**config.mk**
```make
export PLATFORM = sky130hd
export DESIGN_NAME = fetch_queue_rx
export DESIGN_NICKNAME = d
export VERILOG_FILES = /design/src/rtl/fetch_queue_rx_pkg.sv /design/src/rtl/fetch_queue_mem.sv /design/src/rtl/fetch_queue_rx.sv
export SDC_FILE = /design/constraint.sdc
export NUM_CORES = 1
export LEC_CHECK = 0
export CORE_ASPECT_RATIO = 0.5
export CORE_UTILIZATION = 30
export CTS_BUF_LIST = sky130_fd_sc_hd__clkbuf_8
export DETAILED_ROUTE_END_ITERATION = 10
export HOLD_SLACK_MARGIN = 0.06
export PLACE_DENSITY = 0.64
export SLEW_MARGIN = 40
export SYNTH_ARGS = -nofsm -noshare
export SYNTH_HDL_FRONTEND = slang
export SYNTH_SLANG_ARGS = --single-unit
```
**constraint.sdc**
```tcl
create_clock -name clk -period 12.95 [get_ports clk]
set_clock_uncertainty 0.1 [all_clocks]
set_input_delay 3.2375 -clock clk [delete_from_list [all_inputs] [get_ports clk]]
set_output_delay 3.2375 -clock clk [all_outputs]
set_load 0.01 [all_outputs]
```
**src/rtl/fetch_queue_rx_pkg.sv**
```systemverilog
// Shared definitions for the fetch->decode receive queue: default widths,
// the bubble word driven to ID when nothing is valid, and the per-cycle queue operation.
package fetch_queue_rx_pkg;

    localparam int WIDTH_INST = 32;
    localparam int WIDTH_PC   = 32;

    localparam logic [WIDTH_INST-1:0] INST_BUBBLE = 32'h0;

    typedef enum logic [1:0] {
        OP_IDLE = 2'b00,
        OP_PUSH = 2'b01,
        OP_POP  = 2'b10,
        OP_BOTH = 2'b11
    } fq_op_e;

endpackage

```
**src/rtl/fetch_queue_mem.sv**
```systemverilog
// Queue storage: DEPTH x W register array, one synchronous write port and one
// asynchronous read port. Contents are never reset.
module fetch_queue_mem
    import fetch_queue_rx_pkg::*;
#(
    parameter int DEPTH = 2,
    parameter int W     = WIDTH_PC + WIDTH_INST,
    localparam int AW   = $clog2(DEPTH)
) (
    input  logic          clk,
    input  logic          we,
    input  logic [AW-1:0] waddr,
    input  logic [W-1:0]  wdata,
    input  logic [AW-1:0] raddr,
    output logic [W-1:0]  rdata
);

    logic [W-1:0] r_mem [DEPTH];

    always_ff @(posedge clk) begin
        if (we) begin
            r_mem[waddr] <= wdata;
        end
    end

    assign rdata = r_mem[raddr];

endmodule

```
**src/rtl/fetch_queue_rx.sv**
```systemverilog
// Fetch->decode receive queue: FWFT buffer of (pc, inst) with valid/ready on both
// sides, flush-on-redirect with a saturating squash counter, zero bubble when empty.
module fetch_queue_rx
    import fetch_queue_rx_pkg::*;
#(
    parameter int DEPTH  = 2,
    parameter int INST_W = WIDTH_INST,
    parameter int PC_W   = WIDTH_PC,
    parameter int CNT_W  = 16
) (
    input  logic                     clk,
    input  logic                     rst,
    input  logic                     in_valid,
    input  logic [PC_W-1:0]          in_pc,
    input  logic [INST_W-1:0]        in_inst,
    output logic                     in_ready,
    input  logic                     flush,
    output logic                     out_valid,
    output logic [PC_W-1:0]          out_pc,
    output logic [INST_W-1:0]        out_inst,
    input  logic                     out_ready,
    output logic [$clog2(DEPTH):0]   level,
    output logic [CNT_W-1:0]         squash_cnt
);

    localparam int AW = $clog2(DEPTH);
    localparam int LW = AW + 1;
    localparam int EW = PC_W + INST_W;
    // Squash sum is computed one bit wider than either operand so saturation is exact.
    localparam int SW = ((CNT_W > LW) ? CNT_W : LW) + 1;
    localparam logic [SW-1:0] SQ_MAX = SW'({CNT_W{1'b1}});

    logic [AW-1:0]    r_wr_ptr;
    logic [AW-1:0]    r_rd_ptr;
    logic [LW-1:0]    r_level;
    logic [CNT_W-1:0] r_squash;

    logic             w_push;
    logic             w_pop;
    fq_op_e           w_op;
    logic [EW-1:0]    w_rdata;
    logic [LW-1:0]    w_sq_inc;
    logic [SW-1:0]    w_sq_sum;
    logic [CNT_W-1:0] w_squash_nxt;

    // in_ready depends on occupancy only, so a full queue never passes through.
    assign in_ready  = (r_level != LW'(DEPTH));
    assign out_valid = (r_level != '0);

    assign w_push = in_valid & in_ready & ~flush;
    assign w_pop  = out_valid & out_ready & ~flush;

    always_comb begin
        w_op = OP_IDLE;
        case ({w_pop, w_push})
            2'b01:   w_op = OP_PUSH;
            2'b10:   w_op = OP_POP;
            2'b11:   w_op = OP_BOTH;
            default: w_op = OP_IDLE;
        endcase
    end

    // A flush drops everything held plus the entry IF offers that cycle, if it would have fit.
    assign w_sq_inc     = r_level + LW'(in_valid & in_ready);
    assign w_sq_sum     = SW'(r_squash) + SW'(w_sq_inc);
    assign w_squash_nxt = (w_sq_sum > SQ_MAX) ? {CNT_W{1'b1}} : w_sq_sum[CNT_W-1:0];

    always_ff @(posedge clk) begin
        if (rst) begin
            r_wr_ptr <= '0;
            r_rd_ptr <= '0;
            r_level  <= '0;
            r_squash <= '0;
        end else if (flush) begin
            r_wr_ptr <= '0;
            r_rd_ptr <= '0;
            r_level  <= '0;
            r_squash <= w_squash_nxt;
        end else begin
            case (w_op)
                OP_PUSH: begin
                    r_wr_ptr <= r_wr_ptr + AW'(1);
                    r_level  <= r_level + LW'(1);
                end
                OP_POP: begin
                    r_rd_ptr <= r_rd_ptr + AW'(1);
                    r_level  <= r_level - LW'(1);
                end
                OP_BOTH: begin
                    r_wr_ptr <= r_wr_ptr + AW'(1);
                    r_rd_ptr <= r_rd_ptr + AW'(1);
                end
                default: ;
            endcase
        end
    end

    fetch_queue_mem #(
        .DEPTH (DEPTH),
        .W     (EW)
    ) u_mem (
        .clk   (clk),
        .we    (w_push & ~rst),
        .waddr (r_wr_ptr),
        .wdata ({in_pc, in_inst}),
        .raddr (r_rd_ptr),
        .rdata (w_rdata)
    );

    assign out_pc     = out_valid ? w_rdata[INST_W +: PC_W] : '0;
    assign out_inst   = out_valid ? w_rdata[INST_W-1:0] : INST_W'(INST_BUBBLE);
    assign level      = r_level;
    assign squash_cnt = r_squash;

endmodule

```
==> reports/results.tsv, run 1 <==
stage	metric	value	unit
status	status	completed	
clock_network	clk slew on worst S/H paths	80	ps
global_routing	initial antenna violation count	0	
cells_and_area	final cell count without fillers	841	
placed_design	HPWL Detailed	8.25	mm
floorplan	die height	102	µm
sta	relative slew slack	0.545	
worst_setup_path	crit-path max FO	38	
floorplan	die width	202	µm
sta	min Tclk post-route	5970	ps
worst_setup_path	WP buf/inv	2	
pwr	maximum vdd drop	0.0566	mV
synth	Synth cell types	48	
synth	Mapped Avg Cell Area	14.7	µm²
sta	RSZ-0062 raised after global routing	false	
sta	setup violators final	0	
synth	mux share of post-synthesis cell area	0.108	
clock_network	Max clock buf depth	2	
synth	Post-synth EDFFs	128	
worst_setup_path	CP Launch Type	register	
global_routing	total gr overflow	0	
sta	Final Hold Vio Count	0	
synth	Synthesized Nets	484	
worst_setup_path	CP endpoint kind	output port	
sta	Final Cycle Share	0.461	
clock_network	cts repair resizes	0	
synth	xor and xnor fraction of the mapped netlist area	0.00873	
synth	adder-cell share of the synthesized area	0.0137	
worst_setup_path	Req. time, crit path	9610	ps
floorplan	Rows	36	
global_routing	first-pass GRT wire length	19.7	mm
placed_design	PortBufs	152	
synth	post-synthesis register bit count	149	
pwr	Cell Pwr Density	115	nW/µm²
global_routing	GRT Util Overall	0.126	
sta	measured slew at the worst slew-check pin	683	ps
clock_network	Worst-Skew Late Latency	430	ps
worst_setup_path	flop2flop setup slack	9980	ps
floorplan	core area	19500	µm²
synth	post-synthesis compound-gate area fraction	0.0351	
min_path	Hold/Removal Path Class	reg2reg	
pwr	Pleak	2.62	nW
synth	cells after synthesis	409	
synth	largest family of logic cells by synthesized area	multiplexers	
cells_and_area	most frequent cells in the layout	152 x clkdlybuf4s50_1, 128 x edfxtp_1, 74 x nor2_1, 65 x mux2i_1, 20 x dfxtp_1	
cells_and_area	n_diodes	0	
routing	Initial DRC Count	163	
clock_network	# hold bufs at CTS	0	
clock_network	CTS sink cnt	149	
routing	# DRC	0	
cells_and_area	fin nets	638	
cells_and_area	area grow syn2layout	36.4	%
placed_design	placed insts	810	
global_routing	vias in the first global route	3692	
synth	Async SR Flop Fraction	0	
clock_network	Root Buffer	clkbuf_8	
synth	Synth Cell Area	6020	µm²
synth	ys flop type	edfxtp_1	
cells_and_area	most common cell after layout, fill and taps aside	clkdlybuf4s50_1	
pwr	Design Power	0.000944	W
worst_setup_path	delay-heaviest family, CP	buffers and inverters	
routing	routed wire length	12.9	mm
placed_design	cell area after placement	7840	µm²
worst_setup_path	Largest stage delay, worst path	670	ps
sta	Total Neg Setup Slack	0	ps
worst_setup_path	crit path DAT	2630	ps
cells_and_area	final instance area	8210	µm²
worst_setup_path	kind of critical path	reg2out	
sta	Slew Viols, Final	0	
routing	wire per inst	15.3	µm
synth	sequential fraction of the synthesis area	0.708	
placed_design	routability cong.	0.755	
flow_run	maxcap violations	0	
clock_network	TritonCTS clock tree	done	
clock_network	H-tree depth	4	
routing	vias per cell	4.45	
synth	Synth Warn #	0	
floorplan	die area	20700	µm²
sta	Fmax	168	MHz
floorplan	Initial Util	0.308	
routing	First-pass DRT Iterations	4	
clock_network	post-CTS setup buffer count	0	
worst_setup_path	crit path max-delay cell type	dfxtp_4	
routing	routed vias	3746	
global_routing	largest net degree at the start of global routing	65	
worst_setup_path	crit-path cells	buf_4 -> mux2i_1 -> nor2_1 -> clkdlybuf4s50_1	
routing	antenna viol nets, final	0	
clock_network	clock buffer count from CTS	17	
synth	simple-gate area share of the yosys netlist	0.102	
floorplan	I/O pin count	153	
cells_and_area	layout cells sized above 1	0.0870	
-- layout make-up --
type	count	area [µm²]
Fill cell	1814	11300
Clock inverter	14	139
Multi-Input combinational cell	229	1630
Inverter	8	30.0
Clock buffer	17	234
Timing Repair Buffer	158	1570
Sequential cell	149	4270
Tap cell	266	333
-- final timing paths --
path                 start              to  cells past startpoint
min          squash_cnt[4]   squash_cnt[4]                      1
min reg2reg  squash_cnt[4]   squash_cnt[4]                      1
max               register     out_inst[2]                      4
max reg2reg       level[0]  squash_cnt[12]                     11
-- cell families (layout without fill, tap and decap cells) --
group / after synthesis / in the layout
xor+xnor: 6 / 6
simple gates: 122 / 122
fa+ha+maj: 6 / 6
compound gates: 30 / 30
mux: 65 / 65
flops: 149 / 149
buf+inv: 31 / 197
-- cells in the mapped netlist (3+ instances only) --
| master | number | share of area |
|---|---|---|
| edfxtp_1 | 128 | 0.64 |
| nor2_1 | 75 | 0.047 |
| mux2i_1 | 65 | 0.11 |
| dfxtp_1 | 21 | 0.070 |
| a21oi_1 | 9 | 0.0075 |
| buf_2 | 9 | 0.0075 |
| clkbuf_1 | 9 | 0.0056 |
| nor3_1 | 9 | 0.0075 |
| inv_1 | 8 | 0.0050 |
| a31oi_1 | 7 | 0.0073 |
| and3_1 | 7 | 0.0073 |
| ha_1 | 5 | 0.010 |
| nand2_1 | 4 | 0.0025 |
| nor4_1 | 4 | 0.0042 |
| xor2_1 | 4 | 0.0058 |
| and4_1 | 3 | 0.0044 |
| buf_1 | 3 | 0.0019 |
| nand4_1 | 3 | 0.0031 |
-- state kept, by name, summed over array words and instances (netlist names), named ones only --
register     cells
r_wr_ptr         1
level            2
r_rd_ptr         1
squash_cnt      16
u_mem.r_mem    128
-- layer usage --
layer  global-route usage  routed length [µm]  vias up
li1                     -                   -     1833
met1                0.145                5430     1841
met2                0.227                6870       62
met3               0.0335                 481       10
met4               0.0503                 115        0
met5                    0                   0        -
-- through the flow --
stage | hold slack [ps] | util | setup slack, ps
2_1_floorplan | 411 | - | 2060
3_3_place_gp | 396 | 0.401 | 7020
3_5_place_dp | 403 | 0.401 | 6940
4_1_cts | 423 | 0.420 | 6880
5_1_grt | 436 | 0.420 | 6770
6_report | 418 | 0.420 | 6980
-- power breakdown --
group          total (W)  internal (W)  switching, W
clock network   0.000346      0.000169      0.000177
registers       0.000533      0.000529    0.00000338
logic          0.0000654     0.0000372     0.0000282
total           0.000944      0.000735      0.000209
Power figures use the tool's default switching activity.
==> run 2, diff against run 1 <==
--- a/config.mk
+++ b/config.mk
@@ -10,7 +10,7 @@
 export CTS_BUF_LIST = sky130_fd_sc_hd__clkbuf_8
 export DETAILED_ROUTE_END_ITERATION = 10
 export HOLD_SLACK_MARGIN = 0.06
-export PLACE_DENSITY = 0.64
+export PLACE_DENSITY = 0.66
 export SLEW_MARGIN = 40
 export SYNTH_ARGS = -nofsm -noshare
 export SYNTH_HDL_FRONTEND = slang
==> constraint.sdc (replaced) <==
create_clock -name clk -period 5 [get_ports clk]
set_clock_uncertainty 0.1 [all_clocks]
set_input_delay 1.25 -clock clk [delete_from_list [all_inputs] [get_ports clk]]
set_output_delay 1.25 -clock clk [all_outputs]
set_load 0.01 [all_outputs]
==> run 2 against run 1 <==
  * Final cell count increased by 0.36%
  * Total power increased to 2.6 times the previous value
  * Sequential power grew to 2.6 times the previous value
  * Combinational power rose to 2.7 times the previous value
  * Worst setup slack lost 5700 ps
  * First-iteration DRC count grew 42%
  * Die area unchanged
  * Hold slack improved by 17 ps
  * Clock power rose to 2.7 times the previous value
  * Global-route usage up 0.19 points
==> reports/results.tsv, run 2 (synthesized netlist as in run 1, its figures left out) <==
stage	metric	value	unit	change
pwr	register share of total power	0.553		was 0.564
sta	relative slew slack	0.508		was 0.545
floorplan	die height	102	µm	unchanged
status	status	completed		unchanged
pwr	switching pwr	0.000572	W	was 0.000209 W
worst_setup_path	Req. time, crit path	3650	ps	was 9610 ps
routing	wire per inst	15.4	µm	was 15.3 µm
floorplan	core area	19500	µm²	unchanged
pwr	Cell Pwr Density	301	nW/µm²	was 115 nW/µm²
sta	Final Cycle Share	0.750		
min_path	Hold/Removal Path Class	reg2reg		unchanged
clock_network	cts repair resizes	0		unchanged
routing	antenna viol nets, final	0		unchanged
routing	Initial DRC Count	231		was 163
sta	setup violators final	0		unchanged
cells_and_area	layout cells sized above 1	0.0952		was 0.0870
sta	Total Neg Setup Slack	0	ps	unchanged
worst_setup_path	Largest stage delay, worst path	620	ps	was 670 ps
sta	measured slew at the worst slew-check pin	736	ps	was 683 ps
pwr	combinational power share	0.070		was 0.069
cells_and_area	Fill cells	1826		was 1814
cells_and_area	max reg flops	128		unchanged
cells_and_area	fin nets	640		was 638
clock_network	CTS sink cnt	149		unchanged
floorplan	die width	202	µm	unchanged
floorplan	die area	20700	µm²	unchanged
worst_setup_path	kind of critical path	reg2out		unchanged
worst_setup_path	delay-heaviest family, CP	buffers and inverters		unchanged
global_routing	largest net degree at the start of global routing	65		unchanged
pwr	maximum vdd drop	0.145	mV	was 0.0566 mV
floorplan	Initial Util	0.308		unchanged
cells_and_area	most frequent cells in the layout	152 x clkdlybuf4s50_1, 128 x edfxtp_1, 74 x nor2_1, 65 x mux2i_1, 20 x dfxtp_1		unchanged
pwr	Pleak	2.66	nW	was 2.62 nW
cells_and_area	utilization after layout	0.425		was 0.420
placed_design	PortBufs	152		unchanged
sta	min Tclk post-route	3750	ps	
sta	Slew Viols, Final	0		unchanged
routing	vias per cell	4.56		was 4.45
clock_network	clk slew on worst S/H paths	90	ps	was 80 ps
sta	RSZ-0062 raised after global routing	false		unchanged
clock_network	TritonCTS clock tree	done		unchanged
pwr	Power Internal	0.00193	W	was 0.000735 W
worst_setup_path	crit-path cells	buf_12 -> buf_4 -> mux2i_1 -> nor2_1 -> clkdlybuf4s50_1		was buf_4 -> mux2i_1 -> nor2_1 -> clkdlybuf4s50_1
flow_run	maxcap violations	0		unchanged
worst_setup_path	crit-path max FO	26		was 38
cells_and_area	Reg with most FFs	u_mem.r_mem		unchanged
global_routing	total gr overflow	0		unchanged
routing	routed vias	3852		was 3746
pwr	power share of the clock group	0.378		was 0.366
sta	Fmax	267	MHz	
global_routing	GRT Util Overall	0.128		was 0.126
cells_and_area	area grow syn2layout	37.9	%	was 36.4%
cells_and_area	n_diodes	0		unchanged
routing	# DRC	0		unchanged
clock_network	clock buffer count from CTS	17		unchanged
routing	First-pass DRT Iterations	4		unchanged
global_routing	initial antenna violation count	0		unchanged
floorplan	Rows	36		unchanged
worst_setup_path	crit path max-delay cell type	dfxtp_4		unchanged
pwr	switch share	0.229		was 0.221
clock_network	Max clock buf depth	2		unchanged
floorplan	I/O pin count	153		unchanged
global_routing	first-pass GRT wire length	20.1	mm	was 19.7 mm
sta	Final Hold Vio Count	0		unchanged
routing	routed wire length	13.0	mm	was 12.9 mm
clock_network	post-CTS setup buffer count	0		unchanged
worst_setup_path	WP buf/inv	3		was 2
worst_setup_path	CP endpoint kind	output port		unchanged
placed_design	HPWL Detailed	8.24	mm	was 8.25 mm
clock_network	# hold bufs at CTS	0		unchanged
worst_setup_path	CP Launch Type	register		unchanged
clock_network	H-tree depth	4		unchanged
global_routing	vias in the first global route	3857		was 3692
clock_network	Root Buffer	clkbuf_8		unchanged
cells_and_area	most common cell after layout, fill and taps aside	clkdlybuf4s50_1		unchanged
clock_network	Worst-Skew Late Latency	440	ps	was 430 ps
placed_design	routability cong.	0.767		was 0.755
worst_setup_path	crit path DAT	2400	ps	was 2630 ps
==> run 2: worst paths after layout <==
path                 start              to  cells after the start  slack, ps
min reg2reg  squash_cnt[0]   squash_cnt[0]                      2        440
max reg2reg       level[0]  squash_cnt[12]                     11       1920
min          squash_cnt[0]   squash_cnt[0]                      2        440
max               register    out_inst[19]                      5       1250
==> run 2: metal layers <==
layer  vias up  GRT usage  wire length [µm]
li1       1840          -                 -
met1      1912      0.147              5460
met2        82      0.226              6800
met3        18     0.0405               489
met4         0     0.0532               232
met5         -          0                 0
==> run 2: cell type report <==
type | instances | area (µm²) | share of cell area
multi-input cells | 229 | 1650 | 0.199
well taps | 266 | 333 | 0.0401
clock inverters | 15 | 169 | 0.0203
flip-flops and latches | 149 | 4270 | 0.514
repair buffers | 160 | 1620 | 0.195
clock buffers | 17 | 234 | 0.0282
inverters | 8 | 30.0 | 0.00362
==> run 2: worst min-delay path, delay by kind of cell, from the launching register on <==
kind | cells | cell delay [ps]
and+or+nand+nor | 1 | 90
DFF | 1 | 350
AOI/OAI and AO/OA | 1 | 50
==> run 2: per-stage QoR <==
step                hold WS (ps)  area (µm²)  instances  worst slack [ps]  total power (W)
floorplan                    411        6050        409               813          0.00147
global placement             396        7880        811               960          0.00158
detailed placement           415        7900        812               913          0.00158
CTS                          445        8300        844              1180          0.00253
global route                 482        8300        844              1050          0.00260
finish                       435        8300        844              1250          0.00250
==> run 2: power groups by stage <==
stage                     logic [W]  clock network (W)  registers (W)
after floorplan           0.0000624                  0        0.00141
after global placement     0.000170                  0        0.00141
after detailed placement   0.000175                  0        0.00141
after CTS                  0.000176           0.000975        0.00138
after global routing       0.000188            0.00103        0.00138
final                      0.000174           0.000943        0.00138
==> run 3, diff against run 2 <==
==> constraint.sdc (replaced) <==
create_clock -name clk -period 3.07 [get_ports clk]
set_clock_uncertainty 0.1 [all_clocks]
set_input_delay 0.7675 -clock clk [delete_from_list [all_inputs] [get_ports clk]]
set_output_delay 0.7675 -clock clk [all_outputs]
set_load 0.01 [all_outputs]
==> run 3 against run 2 <==
  * Clock power increased by 57%
  * Sequential share of layout area decreased by 0.67 points
  * Final cell count increased by 1.7%
  * Critical path depth decreased by 1
  * Non-clock buffer count increased by 14
  * Total power increased by 61%
  * Design area increased by 1.3%
  * Routed wire length increased by 3.2%
  * Sequential cell count unchanged
  * Sequential power increased by 62%
  * Clock-buffer cell count unchanged
  * Largest cell class unchanged
  * Highest routed layer unchanged
==> reports/results.tsv, run 3 (synthesized netlist as in run 1, its figures left out) <==
stage	metric	value	unit	change
pwr	Design Power	0.00402	W	was 0.00250 W
cells_and_area	most frequent cells in the layout	152 x clkdlybuf4s50_1, 128 x edfxtp_1, 74 x nor2_1, 65 x mux2i_1, 20 x dfxtp_1		unchanged
sta	hold slack	423	ps	was 435 ps
sta	relative slew slack	0.689		was 0.508
routing	First-pass DRT Iterations	4		unchanged
worst_setup_path	CP Launch Type	register		unchanged
worst_setup_path	crit path max-delay cell type	clkdlybuf4s50_1		was dfxtp_4
sta	measured slew at the worst slew-check pin	465	ps	was 736 ps
pwr	maximum vdd drop	0.243	mV	was 0.145 mV
clock_network	# hold bufs at CTS	0		unchanged
cells_and_area	Reg with most FFs	u_mem.r_mem		unchanged
cells_and_area	max reg flops	128		unchanged
pwr	power share of the clock group	0.368		was 0.378
status	status	completed		unchanged
routing	routed vias	3867		was 3852
global_routing	largest net degree at the start of global routing	66		was 65
min_path	Hold/Removal Path Class	reg2reg		unchanged
floorplan	die area	20700	µm²	unchanged
global_routing	total gr overflow	0		unchanged
clock_network	CTS sink cnt	149		unchanged
cells_and_area	area of the multi-input gates	1650	µm²	about the same
cells_and_area	most common cell after layout, fill and taps aside	clkdlybuf4s50_1		unchanged
floorplan	Initial Util	0.308		unchanged
clock_network	TritonCTS clock tree	done		unchanged
placed_design	PortBufs	152		unchanged
cells_and_area	Fill cells	1804		was 1826
flow_run	maxcap violations	0		unchanged
floorplan	die width	202	µm	unchanged
pwr	Power Internal	0.00306	W	was 0.00193 W
global_routing	GRT Util Overall	0.129		was 0.128
pwr	register share of total power	0.559		was 0.553
cells_and_area	FF+latch area	4270	µm²	unchanged
sta	setup violators final	0		unchanged
clock_network	Worst-Skew Late Latency	450	ps	was 440 ps
clock_network	H-tree depth	4		unchanged
pwr	switching pwr	0.000956	W	was 0.000572 W
sta	Fmax	348	MHz	
placed_design	routability cong.	0.783		was 0.767
worst_setup_path	crit-path max FO	65		was 26
floorplan	die height	102	µm	unchanged
routing	antenna viol nets, final	0		unchanged
worst_setup_path	Largest stage delay, worst path	560	ps	was 620 ps
sta	min Tclk post-route	2880	ps	
global_routing	first-pass GRT wire length	20.3	mm	was 20.1 mm
routing	routed wire length	13.4	mm	was 13.0 mm
routing	# DRC	0		unchanged
worst_setup_path	Req. time, crit path	2200	ps	was 3650 ps
worst_setup_path	crit-path cells	nor2_4 -> buf_12 -> nor2_1 -> clkdlybuf4s50_1		was buf_12 -> buf_4 -> mux2i_1 -> nor2_1 -> clkdlybuf4s50_1
floorplan	Rows	36		unchanged
pwr	switch share	0.238		was 0.229
sta	Slew Viols, Final	0		unchanged
sta	Final Hold Vio Count	0		unchanged
cells_and_area	n_diodes	0		unchanged
floorplan	I/O pin count	153		unchanged
routing	Initial DRC Count	139		was 231
pwr	Cell Pwr Density	478	nW/µm²	was 301 nW/µm²
clock_network	Root Buffer	clkbuf_8		unchanged
clock_network	clk slew on worst S/H paths	100	ps	was 90 ps
routing	wire per inst	15.6	µm	was 15.4 µm
clock_network	cts repair resizes	0		unchanged
cells_and_area	area grow syn2layout	39.7	%	was 37.9%
worst_setup_path	CP startpoint	level[1]		
worst_setup_path	kind of critical path	reg2out		unchanged
cells_and_area	layout cells sized above 1	0.117		was 0.0952
min_path	worst hold start	squash_cnt[4]		was squash_cnt[0]
sta	Final Cycle Share	0.937		
clock_network	Max clock buf depth	2		unchanged
routing	vias per cell	4.51		was 4.56
floorplan	core area	19500	µm²	unchanged
clock_network	clock buffer count from CTS	17		unchanged
placed_design	HPWL Detailed	8.57	mm	was 8.24 mm
worst_setup_path	CP endpoint kind	output port		unchanged
clock_network	post-CTS setup buffer count	0		unchanged
worst_setup_path	crit path DAT	2010	ps	was 2400 ps
global_routing	initial antenna violation count	0		unchanged
cells_and_area	fin nets	654		was 640
pwr	combinational power share	0.073		was 0.070
pwr	Pleak	2.73	nW	was 2.66 nW
sta	Total Neg Setup Slack	0	ps	unchanged
worst_setup_path	r2r startpoint	level[1]		was level[0]
global_routing	vias in the first global route	3919		was 3857
cells_and_area	utilization after layout	0.430		was 0.425
sta	RSZ-0062 raised after global routing	false		unchanged
run 3: changes by cell type in the layout (fill, tap and decap cells not counted):
cell       delta
clkinv_1      +1
inv_6         -1
nand2_1       -1
bufinv_16     -1
buf_4        +12
buf_12        +2
nand2_2       +1
inv_8         +1
run 3: critical path: cells and delay by family, from the launching register on:
family	cells	cell delay [ps]
DFF	1	490
and+or+nand+nor	2	260
buffers and inverters	2	770
run 3: path summary, 6_finish.rpt:
path	endpoint	slack, ps	depth (start not counted)
worst min-delay path	squash_cnt[4]	420	1
worst min register to register	squash_cnt[4]	420	1
worst max register to register	squash_cnt[13]	350	11
worst max-delay path	out_inst[13]	190	4
run 3: metrics by stage:
step	setup WS [ps]	area (µm²)	instances
after global placement	-214	8010	823
after CTS	27.5	8390	855
after floorplan	-524	6100	409
final	194	8410	858
after detailed placement	-242	8010	823
after global routing	44.3	8410	858
run 3: layer usage:
metal	routed length, µm	global-route usage	vias to the layer above
li1	-	-	1873
met1	5680	0.152	1920
met2	7050	0.228	62
met3	479	0.0360	12
met4	172	0.0451	0
met5	0	0	-
run 3: layout make-up:
cell class                 instances  area share
multi-input combinational        229       0.197
clock inverter                    15      0.0173
timing repair buffer             174       0.208
clock buffer                      17      0.0278
sequential                       149       0.507
tap                              266      0.0396
inverter                           8     0.00357
run 3: power by group through the flow:
| stage | combinational (W) | clock (W) | sequential, W |
|---|---|---|---|
| floorplan | 0.000108 | 0 | 0.00229 |
| global placement | 0.000291 | 0 | 0.00229 |
| detailed placement | 0.000296 | 0 | 0.00229 |
| CTS | 0.000298 | 0.00152 | 0.00225 |
| global route | 0.000318 | 0.00160 | 0.00225 |
| finish | 0.000295 | 0.00148 | 0.00224 |
